File: config.mk
export PLATFORM = sky130hd
export DESIGN_NAME = dpu_pio_arbiter
export DESIGN_NICKNAME = d
export VERILOG_FILES = /design/src/rtl/dpu_pio_arbiter.sv
export SDC_FILE = /design/constraint.sdc
export NUM_CORES = 1
export LEC_CHECK = 0
export ABC_AREA = 0
export ABC_CLOCK_PERIOD_IN_PS = 4800
export BUFFER_PORTS_ARGS = -buffer_cell sky130_fd_sc_hd__buf_2
export CAP_MARGIN = 20
export CELL_PAD_IN_SITES_DETAIL_PLACEMENT = 1
export CELL_PAD_IN_SITES_GLOBAL_PLACEMENT = 1
export CORE_MARGIN = 4
export CORE_UTILIZATION = 39
export CTS_BUF_LIST = sky130_fd_sc_hd__clkbuf_2
export DETAILED_ROUTE_END_ITERATION = 10
export GPL_ROUTABILITY_DRIVEN = 0
export PLACE_DENSITY_LB_ADDON = 0.15
export SLEW_MARGIN = 20
export SYNTH_ARGS = -nofsm -noshare
export SYNTH_HDL_FRONTEND = slang
export SYNTH_SLANG_ARGS = --single-unit
File: constraint.sdc
create_clock -name clk -period 4.8 [get_ports clk]
set_input_delay 0.96 -clock clk [delete_from_list [all_inputs] [get_ports clk]]
set_output_delay 0.96 -clock clk [all_outputs]
set_load 0.02 [all_outputs]
File: src/rtl/dpu_pio_arbiter.sv
// dpu_pio_arbiter: two-master arbiter in front of the DPU PIO command port.
// One command in flight at a time; read responses return to their issuer.
module dpu_pio_arbiter #(
    parameter int ADDR_BITS   = 24,
    parameter int RSP_TIMEOUT = 1023
) (
    input  logic                 clk,
    input  logic                 rst,
    input  logic                 a_cmd_valid,
    output logic                 a_cmd_ready,
    input  logic [2:0]           a_cmd_type,
    input  logic [ADDR_BITS-1:0] a_cmd_addr,
    input  logic [7:0]           a_cmd_data,
    output logic                 a_rsp_valid,
    output logic [7:0]           a_rsp_data,
    input  logic                 b_cmd_valid,
    output logic                 b_cmd_ready,
    input  logic [2:0]           b_cmd_type,
    input  logic [ADDR_BITS-1:0] b_cmd_addr,
    input  logic [7:0]           b_cmd_data,
    output logic                 b_rsp_valid,
    output logic [7:0]           b_rsp_data,
    input  logic                 b_lock,
    output logic                 m_cmd_valid,
    input  logic                 m_cmd_ready,
    output logic [2:0]           m_cmd_type,
    output logic [ADDR_BITS-1:0] m_cmd_addr,
    output logic [7:0]           m_cmd_data,
    input  logic                 m_rsp_valid,
    input  logic [7:0]           m_rsp_data,
    output logic                 owner,
    output logic                 busy,
    output logic                 err_timeout,
    output logic                 err_stray,
    input  logic                 err_clr
);

    localparam int CNT_W = (RSP_TIMEOUT > 1) ? $clog2(RSP_TIMEOUT) : 1;
    localparam logic [CNT_W-1:0] CNT_LAST = CNT_W'(RSP_TIMEOUT - 1);
    localparam logic [2:0] T_READ = 3'd2;

    typedef enum logic [1:0] {
        S_IDLE,
        S_FWD,
        S_RSP
    } state_t;

    state_t           r_state;
    state_t           w_next;
    logic             r_last_grant;
    logic [CNT_W-1:0] r_cnt;
    logic             w_grant_a;
    logic             w_grant_b;
    logic             w_rsp_hit;
    logic             w_timeout;
    logic             w_stray;
    logic [7:0]       w_rsp_data;

    always_ff @(posedge clk or posedge rst) begin
        if (rst) begin
            r_state <= S_IDLE;
        end else begin
            r_state <= w_next;
        end
    end

    always_comb begin
        w_next    = r_state;
        w_grant_a = 1'b0;
        w_grant_b = 1'b0;
        w_rsp_hit = 1'b0;
        w_timeout = 1'b0;
        unique case (r_state)
            S_IDLE: begin
                // A tie goes to whichever master did not win last time
                if (b_lock) begin
                    w_grant_b = b_cmd_valid;
                end else if (a_cmd_valid && b_cmd_valid) begin
                    w_grant_a = r_last_grant;
                    w_grant_b = ~r_last_grant;
                end else begin
                    w_grant_a = a_cmd_valid;
                    w_grant_b = b_cmd_valid;
                end
                if (w_grant_a || w_grant_b) begin
                    w_next = S_FWD;
                end
            end
            S_FWD: begin
                if (m_cmd_ready) begin
                    w_next = (m_cmd_type == T_READ) ? S_RSP : S_IDLE;
                end
            end
            S_RSP: begin
                w_rsp_hit = m_rsp_valid;
                w_timeout = ~m_rsp_valid && (r_cnt == CNT_LAST);
                if (w_rsp_hit || w_timeout) begin
                    w_next = S_IDLE;
                end
            end
            default: w_next = S_IDLE;
        endcase
    end

    assign a_cmd_ready = w_grant_a;
    assign b_cmd_ready = w_grant_b;
    assign busy        = (r_state != S_IDLE);
    assign w_stray     = m_rsp_valid && (r_state != S_RSP);
    assign w_rsp_data  = w_rsp_hit ? m_rsp_data : 8'h00;

    always_ff @(posedge clk or posedge rst) begin
        if (rst) begin
            m_cmd_valid  <= 1'b0;
            m_cmd_type   <= '0;
            m_cmd_addr   <= '0;
            m_cmd_data   <= '0;
            owner        <= 1'b0;
            r_last_grant <= 1'b1;
            r_cnt        <= '0;
            a_rsp_valid  <= 1'b0;
            a_rsp_data   <= '0;
            b_rsp_valid  <= 1'b0;
            b_rsp_data   <= '0;
            err_timeout  <= 1'b0;
            err_stray    <= 1'b0;
        end else begin
            a_rsp_valid <= 1'b0;
            b_rsp_valid <= 1'b0;
            if (w_grant_a || w_grant_b) begin
                m_cmd_valid  <= 1'b1;
                m_cmd_type   <= w_grant_b ? b_cmd_type : a_cmd_type;
                m_cmd_addr   <= w_grant_b ? b_cmd_addr : a_cmd_addr;
                m_cmd_data   <= w_grant_b ? b_cmd_data : a_cmd_data;
                owner        <= w_grant_b;
                r_last_grant <= w_grant_b;
            end else if (r_state == S_FWD && m_cmd_ready) begin
                m_cmd_valid <= 1'b0;
            end
            r_cnt <= (r_state == S_RSP) ? r_cnt + 1'b1 : '0;
            if (w_rsp_hit || w_timeout) begin
                if (owner) begin
                    b_rsp_valid <= 1'b1;
                    b_rsp_data  <= w_rsp_data;
                end else begin
                    a_rsp_valid <= 1'b1;
                    a_rsp_data  <= w_rsp_data;
                end
            end
            // A new error event in the same cycle as err_clr stays set
            err_timeout <= w_timeout | (err_timeout & ~err_clr);
            err_stray   <= w_stray | (err_stray & ~err_clr);
        end
    end

endmodule

# --- Yosys cells after proc, flatten, opt, wreduce, memory -nomap -nowiden ---
# Index checks and enable logic that the tools add are counted.
op_classes:
  n_reduce_logical: 14
  div: 0
  shift: 0
  n_bitwise: 8
  multipliers: 0
  n_mux: 26
  n_lt_le_gt_ge: 0
  n_eq_ne: 8
  n_addsub: 1
ops:
  columns: ["operator", "count"]
  rows:
  - ["24-bit 2-to-1 mux", 1]
  - ["1-bit 2-to-1 mux", 16]
  - ["8-bit 2-to-1 mux", 2]
  - ["10-bit by 1-bit adder with 10-bit output (second input constant)", 1]
  - ["10-bit equality test (second input constant)", 1]
  - ["10-bit 2-to-1 mux", 1]
  - ["2-bit 2-to-1 mux", 4]
  - ["2-bit inequality test (second input constant)", 4]
  - ["2-bit case mux with 3 select lines", 1]
  - ["1-bit logical AND", 4]
  - ["1-bit logical OR", 4]
  - ["1-bit NOT", 4]
  - ["2-bit AND reduction", 2]
  - ["2-bit nonzero test", 2]
  - ["3-bit by 2-bit equality test with 1-bit output (second input constant)", 1]
  - ["3-bit 2-to-1 mux", 1]
  - ["3-bit AND reduction", 1]
  - ["1-bit AND", 2]
  - ["2-bit by 1-bit equality test with 1-bit output (second input constant)", 1]
  - ["2-bit equality test (second input constant)", 1]
  - ["2-bit logical NOT", 1]
  - ["1-bit bitwise OR", 2]
word_totals:
  latchBits: 0
  out_inout_bits: 60
  ram_bits: 0
  ff_bits: 70
  romBits: 0
  wordCells: 71
  n_memories: 0
  in_bits: 86

# --- Longest topological paths before layout ---
# Gate-level depths: netlist of run 1.
logic_depth:
  ltp_word: 7
  depth_mapped: 5
  mapped_depth_nobuf: 5

# --- Worst setup path after synthesis of run 1 ---
# Ideal clock, no wire load.
synth_timing:
  kind: "input to output"
  start: "input port b_lock"
  end: "output port a_cmd_ready"
  path_slack_ns: 1.770
  cell_stages: 3
  n_path_buf: 1
  arrival_ns: 2.070
  required_time_ns: 3.840
  cell_sequence: "or4b_2 -> clkbuf_1 -> nor2_1"
synth_via:
  elab_chain_len: 3
synth_lines:
  columns: ["item", "line", "text"]
  rows:
  - ["from (decl)", "23", "input logic b_lock,"]
  - ["1-bit 2-to-1 mux", "76", "if (b_lock) begin"]
  - ["1-bit 2-to-1 mux (2 in series)", "73", "unique case (r_state)"]
  - ["to (decl)", "10", "output logic a_cmd_ready,"]
# No other way between the ends. The select of a mux whose other input is x is not followed.

# --- Worst setup path in the final report of run 1 ---
layout_timing:
  start: "register r_state[1]"
  end: "output port b_cmd_ready"
layout_via:
  elab_chain_len: 2
layout_lines:
  columns: ["item", "line", "text"]
  rows:
  - ["from (decl)", "48", "state_t r_state;"]
  - ["from (signal assigned)", "63", "r_state <= w_next;"]
  - ["2-bit logical NOT", "73", null]
  - ["1-bit 2-to-1 mux", "73", null]
  - ["to (decl)", "17", "output logic b_cmd_ready,"]
# No other way between the ends.

==> impl_metrics.toml, run 1 <==
[sta]
slew_viol_final = 0
period_needed_ns = 3.46
tightestPinTransition_ns = 0.718
slew_headroom = 0.520
fmax_mhz = 289
grt_setup_unrepaired = "no"
setup_viol = 0
period_share = 0.721
hold_viol = 0
tns_ns = 0
skew_ns = 0.0292

[floorplan]
rows = 33
pin_count = 146
initial_core_util = 0.402
fp.coreArea_um2 = 8220
dieHeight_um = 100
die_area_um2 = 10000
die_w_um = 100

[synth]
synth_ff_type = "dfrtp_1"
yosys_warnings = 0
ys_seq_elements = 70
yosysUniqueCellTypes = 50
ys_seq_area_frac = 0.531
syn-cell-area_um2 = 3300
syn_inst = 306
async_flop_share = 1.00
syn-num-nets = 394
syn_avg_cell_area_um2 = 10.8
synth_edf_count = 0

[global_route]
gr-usage-all-layers = 0.196
grt-ovfl-total = 0
antenna_found_initial = 1
first_global_vias = 3127
grt_max_degree = 42
grt_first_pass_wirelength_um = 15400

[clock_tree]
cts_buffers = 9
cts-root-buf = "clkbuf_2"
clk_path_buf_depth = 2
h-tree-depth = 3
ctsHoldBuffers = 0
post_cts_buffers = 0
cts.sinks = 70
cts_tree = "built"
worst_skew_pair.late_latency_ns = 0.51
path_clk_slew_ns = 0.21
ctsResizeCount = 0

[critical_path]
cp_max_fo = 27
cp_slowest_cell = "dfrtp_1"
critPathKind = "register to primary output"
crit_buf_inv = 2
critPathCaptureType = "primary output"
cp.arrival_ns = 2.50
startpoint = "r_state[1]"
required_ns = 3.84
start_kind = "register"
path_cells = "or3b_4 > or2_2 > clkinv_4 > buf_2"
r2r_start = "r_state[1]"
cpPeakStageDelay_ns = 0.60
reg2regPathDepth = 4
critical_path.top_delay_family = "simple AND/OR/NAND/NOR gates"
path_depth = 4

[route]
drcViolationCount = 0
num_vias = 2923
firstDrtPassIters = 4
drtIter0Drc = 94
wl_per_cell_um = 17.1
routed_via_density = 5.28
drt-total-wl_um = 9490
ant_nets = 0

[worst_hold_path]
hp-class = "primary input to asynchronous set/reset pin"

[place]
dp_cells = 537
placedInstanceArea_um2 = 4040
place_hpwl_um = 7080
io_buffers = 145

[cells_and_area]
fin_cells = 554
finalInstanceArea_um2 = 4170
final.fill_count = 991
layout.nets = 531
drive_gt1_frac = 0.451
syn2layout_area_growth_pct = 26.3
postLayoutCoreUtil = 0.508

[pwr]
power.total_mw = 2.41
peakVddDrop_mv = 0.280
leakagePower_nw = 2.10
powerDensity_nw_per_um2 = 577

[status]
status = "finished, final reports clean"

[job]
maxCapViolations = 0
-- layout make-up --
class	count	area (µm²)	area share
Inverter	6	27.5	0.00660
Sequential cell	70	1750	0.420
Multi-Input combinational cell	207	1370	0.328
Clock inverter	7	87.6	0.0210
Timing Repair Buffer	149	756	0.181
Antenna cell	1	2.50	0.000600
Clock buffer	9	45.0	0.0108
Tap cell	105	131	0.0315
-- final timing paths --
path / end / slack, ns
worst max-delay path: b_cmd_ready / 1.34
worst min-delay path: m_cmd_data[6] / 0.50
worst max register to register: m_cmd_addr[21] / 2.41
max in group asynchronous: r_last_grant / 3.28
min in group clk: r_last_grant / 0.50
worst min register to register: r_last_grant / 0.50
-- registers in the layout, indices dropped and copies added, names as in the netlist --
signal	count
r_last_grant	1
r_cnt	10
a_rsp_valid	1
err_stray	1
m_cmd_valid	1
b_rsp_valid	1
m_cmd_addr	24
b_rsp_data	8
owner	1
a_rsp_data	8
r_state	2
m_cmd_type	3
m_cmd_data	8
err_timeout	1
-- cells in the mapped netlist, types with 2 or more instances --
cell type / count / area (µm²)
a21oi_1: 4 / 20.0
a221o_1: 18 / 180
a221o_2: 8 / 90.1
a22o_1: 2 / 17.5
a31oi_1: 9 / 56.3
and3_1: 11 / 68.8
and3_2: 15 / 113
buf_1: 2 / 7.51
buf_6: 6 / 67.6
clkbuf_1: 11 / 41.3
clkbuf_4: 2 / 15.0
dfrtp_1: 69 / 1730
ha_1: 2 / 25.0
inv_1: 5 / 18.8
nand2_1: 41 / 154
nand2b_1: 4 / 25.0
nand3_1: 11 / 55.1
nand3b_1: 2 / 15.0
nand4_1: 3 / 18.8
nor2_1: 7 / 26.3
nor2b_1: 2 / 12.5
nor3_1: 10 / 50.1
o21ai_0: 29 / 145
o21ba_2: 2 / 20.0
o31ai_1: 2 / 15.0
or2_2: 2 / 12.5
or3_1: 2 / 12.5
or4_1: 2 / 15.0
xnor2_1: 2 / 17.5
-- metal layers --
metal  vias to the layer above  track usage  part of all wire
li1                       1408            -                 -
met3                        13       0.0591             0.058
met1                      1415        0.247              0.42
met5                         -            0                 0
met4                         0       0.0560             0.014
met2                        87        0.326              0.51
-- kinds of logic after synthesis --
logic type | Yosys count | synth area share
AND/OR/NAND/NOR | 124 | 0.219
AO/OA/AOI/OAI | 78 | 0.181
flip-flops | 70 | 0.531
buffers and inverters | 29 | 0.0545
XOR/XNOR | 3 | 0.00796
adder cells (fa/ha/maj) | 2 | 0.00757
-- metrics by stage --
step	setup slack, ns	hold slack [ns]
after floorplan	1.77	0.449
after global placement	1.50	0.463
after detailed placement	1.47	0.470
after CTS	1.32	0.477
after global routing	1.17	0.477
final	1.34	0.498
-- where the power goes --
part	internal (mW)	switching, mW	total (mW)
clock network	0.170	0.219	0.389
registers	0.815	0.160	0.975
logic	0.403	0.642	1.04
total	1.39	1.02	2.41
-- placed cells by master, fill, tap and decap left out, types with 2 or more instances in the layout --
cell type	netlist	layout
a21oi_1	4	4
a221o_1	18	18
a221o_2	8	8
a22o_1	2	2
a31oi_1	9	9
and3_1	11	11
and3_2	15	15
buf_2	0	145
buf_4	1	4
bufinv_16	0	2
clkbuf_2	0	9
clkinv_2	0	3
dfrtp_1	69	69
ha_1	2	2
inv_1	5	4
nand2_1	41	41
nand2b_1	4	4
nand3_1	11	11
nand3b_1	2	2
nand4_1	3	3
nor2_1	7	7
nor2b_1	2	2
nor3_1	10	10
o21ai_0	29	29
o21ba_2	2	2
o31ai_1	2	2
or2_2	2	2
or3_1	2	2
or4_1	2	2
xnor2_1	2	2
Note: power is estimated with default switching activity, not from simulation.
==> run 2, diff against run 1 <==
Settings changed: ABC_CLOCK_PERIOD_IN_PS 4800 to 3200, CORE_UTILIZATION 39 to 36.
Clock period 4.8 ns to 3.2 ns, I/O delays scaled along.
==> impl_metrics.toml, run 2 (synthesized netlist as in run 1, its figures left out) <==
[critical_path]
cp_max_fo = 14
path_cells = "or3b_4 > or2_2 > clkinv_4 > buf_2"
critPathKind = "register to primary output"
start_kind = "register"
cpPeakStageDelay_ns = 0.57
required_ns = 2.56
critPathCaptureType = "primary output"
crit_buf_inv = 2
cp.arrival_ns = 2.27
cp_slowest_cell = "dfrtp_1"
critical_path.top_delay_family = "simple AND/OR/NAND/NOR gates"

[clock_tree]
cts.sinks = 70
clk_path_buf_depth = 2
cts_buffers = 9
ctsHoldBuffers = 0
path_clk_slew_ns = 0.19
h-tree-depth = 3
post_cts_buffers = 0
ctsResizeCount = 0
worst_skew_pair.late_latency_ns = 0.49
cts_tree = "built"
cts-root-buf = "clkbuf_2"

[route]
num_vias = 2953
firstDrtPassIters = 4
top_layer = "met4"
met2_length_um = 4780
drt-total-wl_um = 9630
wl_met3_um = 661
m1WireLength_um = 4120
wl_per_cell_um = 17.3
drcViolationCount = 0
drtIter0Drc = 90
ant_nets = 0
routed_via_density = 5.30

[place]
place_hpwl_um = 7240
io_buffers = 145

[floorplan]
die_w_um = 104
fp.coreArea_um2 = 8810
pin_count = 146
dieHeight_um = 104
rows = 34
die_area_um2 = 10800
initial_core_util = 0.375

[global_route]
gr-usage-all-layers = 0.182
grt_max_degree = 36
first_global_vias = 3137
antenna_found_initial = 0
grt-ovfl-total = 0
grt_first_pass_wirelength_um = 16100

[sta]
skew_ns = 0.0255
grt_setup_unrepaired = "no"
slew_viol_final = 0
hold_viol = 0
slew_headroom = 0.493
fmax_mhz = 343
worst_hold_slack_ns = 0.210
tns_ns = 0
period_share = 0.911
period_needed_ns = 2.91
setup_viol = 0
tightestPinTransition_ns = 0.758

[pwr]
clock_power_share = 0.115
peakVddDrop_mv = 0.381
p_comb_frac = 0.460
power.total_mw = 3.45
leakagePower_nw = 2.09
seqPwrFrac = 0.425
p_int_mw = 1.93
p_sw_mw = 1.52
swShare = 0.440
powerDensity_nw_per_um2 = 834

[cells_and_area]
layout_commonest_cell = "buf_2"
largest_reg_flops = 24
drive_gt1_frac = 0.454
syn2layout_area_growth_pct = 25.2
top_regs = "m_cmd_addr x24, r_cnt x10"
layout_common_cells = "145 x buf_2, 69 x dfrtp_1, 41 x nand2_1"
diodes = 0
regMostFlops = "m_cmd_addr"
layout.nets = 533
final.fill_count = 1052

[worst_hold_path]
hp-class = "primary input to asynchronous set/reset pin"

[status]
status = "finished, final reports clean"

[job]
maxCapViolations = 0
==> run 2: cell types whose count changed in the layout (fill, tap and decap cells not counted), sizes merged <==
| cell | change |
|---|---|
| clkbuf | +1 |
| inv | -1 |
| diode | -1 |
| bufinv | -2 |
| clkinvlp | +1 |
| buf | +2 |
==> run 2: layer usage <==
metal,global-route usage,vias to the layer above
met1,0.224,1447
met3,0.0647,6
met2,0.310,90
li1,-,1410
met5,0,-
met4,0.0399,0
==> run 2: area by class of cell <==
cell class | instances | area, µm² | share of cell area
tap | 108 | 135 | 0.0327
multi-input combinational | 207 | 1370 | 0.331
clock buffer | 10 | 50.0 | 0.0121
clock inverter | 5 | 27.5 | 0.00666
sequential | 70 | 1750 | 0.424
timing repair buffer | 151 | 771 | 0.186
inverter | 6 | 27.5 | 0.00666
==> run 2: path summary, 6_finish.rpt <==
check	from	to	slack [ns]	cells after the start
worst max register to register	r_state[1]	m_cmd_type[0]	0.96	3
worst min register to register	r_last_grant	r_last_grant	0.50	2
worst max-delay path	r_state[1]	b_cmd_ready	0.29	4
max in group asynchronous	rst	r_cnt[3]	2.23	3
worst min-delay path	rst	m_cmd_addr[19]	0.21	2
min in group clk	m_rsp_data[6]	b_rsp_data[6]	0.35	3
==> run 2: worst reg2reg max path: cells and delay by family (launching register included) <==
kind / cells / cell delay (ns)
AO/OA/AOI/OAI: 2 / 0.80
AND/OR/NAND/NOR: 1 / 0.77
flip-flops: 1 / 0.57
==> run 2: per-stage QoR <==
step	setup WS [ns]	util	std cells	cell area [µm²]
floorplan	0.793	-	306	3300
global placement	0.709	0.461	542	4060
detailed placement	0.682	0.461	542	4060
CTS	0.237	0.469	557	4130
global route	0.0990	0.469	557	4130
finish	0.285	0.469	557	4130
==> run 2: power by group through the flow <==
stage	Sequential (mW)	Clock (mW)	Combinational [mW]
after floorplan	1.82	0	0.713
after global placement	1.48	0	1.57
after detailed placement	1.48	0	1.62
after CTS	1.47	0.417	1.61
after global routing	1.52	0.460	1.72
final	1.46	0.397	1.59
==> run 3, diff against run 2 <==
Settings changed: ABC_CLOCK_PERIOD_IN_PS 3200 to 3350.
Clock period 3.2 ns to 3.35 ns, I/O delays scaled along.
==> impl_metrics.toml, run 3 (synthesized netlist as in run 1, its figures left out) <==
[status]
status = "finished, final reports clean"

[place]
place_hpwl_um = 6990
io_buffers = 145
placedInstanceArea_um2 = 4040

[sta]
period_share = 0.932
skew_ns = 0.0215
hold_viol = 0
slew_viol_final = 0
fmax_mhz = 320
tns_ns = 0
period_needed_ns = 3.12
slew_headroom = 0.413
grt_setup_unrepaired = "no"
tightestPinTransition_ns = 0.880
setup_viol = 0
worst_hold_slack_ns = 0.365

[critical_path]
cp_slowest_cell = "dfrtp_1"
start_kind = "register"
critPathKind = "register to primary output"
required_ns = 2.68
cp_max_fo = 27
critPathCaptureType = "primary output"
cp.arrival_ns = 2.45
cpPeakStageDelay_ns = 0.57
path_cells = "or3b_4 > or2_2 > clkinv_4 > buf_2"

[pwr]
peakVddDrop_mv = 0.269
powerDensity_nw_per_um2 = 796
leakagePower_nw = 2.07

[cells_and_area]
regMostFlops = "m_cmd_addr"
layout.nets = 531
syn2layout_area_growth_pct = 24.6
finalInstanceArea_um2 = 4120
top_regs = "m_cmd_addr x24, r_cnt x10"
diodes = 0
largest_reg_flops = 24
layout_common_cells = "145 x buf_2, 69 x dfrtp_1, 41 x nand2_1"
layout_commonest_cell = "buf_2"
drive_gt1_frac = 0.447

[route]
drt-total-wl_um = 9530
num_vias = 2914
firstDrtPassIters = 4
wl_per_cell_um = 17.2
routed_via_density = 5.25
drcViolationCount = 0
ant_nets = 0
drtIter0Drc = 116

[clock_tree]
ctsHoldBuffers = 0
cts_tree = "built"
path_clk_slew_ns = 0.18
clk_path_buf_depth = 2
cts-root-buf = "clkbuf_2"
ctsResizeCount = 0
post_cts_buffers = 0
cts.sinks = 70
cts_buffers = 9
worst_skew_pair.late_latency_ns = 0.50
h-tree-depth = 3

[job]
maxCapViolations = 0

[global_route]
grtUsageMet2 = 0.297
met1_usage = 0.229
grt_max_degree = 71
grt-ovfl-total = 0
first_global_vias = 3203
grt_first_pass_wirelength_um = 15900
grt-busiest-layer = "met2"
antenna_found_initial = 0
gr-usage-all-layers = 0.181
use_met3 = 0.0541

[floorplan]
pin_count = 146
fp.coreArea_um2 = 8810
dieHeight_um = 104
die_area_um2 = 10800
initial_core_util = 0.375
rows = 34
die_w_um = 104

[worst_hold_path]
hp-class = "primary input to register"
## run 3: cell types whose count changed in the layout (fill, tap and decap cells not counted), sizes merged
cell    previous run  this run
buf              151       149
clkinv             5         6
clkbuf            10         9
## run 3: report_power, final
group	internal (mW)	switching, mW
Sequential	1.17	0.233
Clock	0.0849	0.289
Combinational	0.577	0.923
## run 3: critical path, delay by kind of cell, from the launching register on
kind	cells	cell delay (ns)
simple gates	2	0.97
buf+inv	2	0.41
flops	1	0.57
## run 3: layer usage
layer | vias up | wire length, µm
li1 | 1405 | -
met2 | 98 | 4560
met1 | 1398 | 4140
met5 | - | 0
met4 | 0 | 156
met3 | 13 | 670
## run 3: path summary, 6_finish.rpt
kind	to	from	slack, ns	cells after the start
max	b_cmd_ready	r_state[1]	0.23	4
min	r_state[0]	m_cmd_ready	0.37	2
max reg2reg	m_cmd_addr[22]	r_last_grant	1.30	4
min reg2reg	r_last_grant	r_last_grant	0.50	2
max in group asynchronous	m_cmd_addr[0]	rst	2.36	3
min in group asynchronous	r_cnt[3]	rst	0.41	3
## run 3: final cells by class
class,instances,area [µm²]
clock inverters,6,30.0
well taps,108,135
flip-flops and latches,70,1750
fillers,1062,4690
multi-input cells,207,1370
clock buffers,9,45.0
inverters,6,27.5
repair buffers,149,756
## run 3: through the flow
stage / power, mW / cells / utilization / setup slack [ns]
floorplan: 2.42 / 306 / - / 0.900
global placement: 2.90 / 540 / 0.459 / 0.633
detailed placement: 2.94 / 540 / 0.459 / 0.603
CTS: 3.32 / 555 / 0.467 / 0.181
global route: 3.53 / 555 / 0.467 / 0.0389
finish: 3.27 / 555 / 0.467 / 0.228
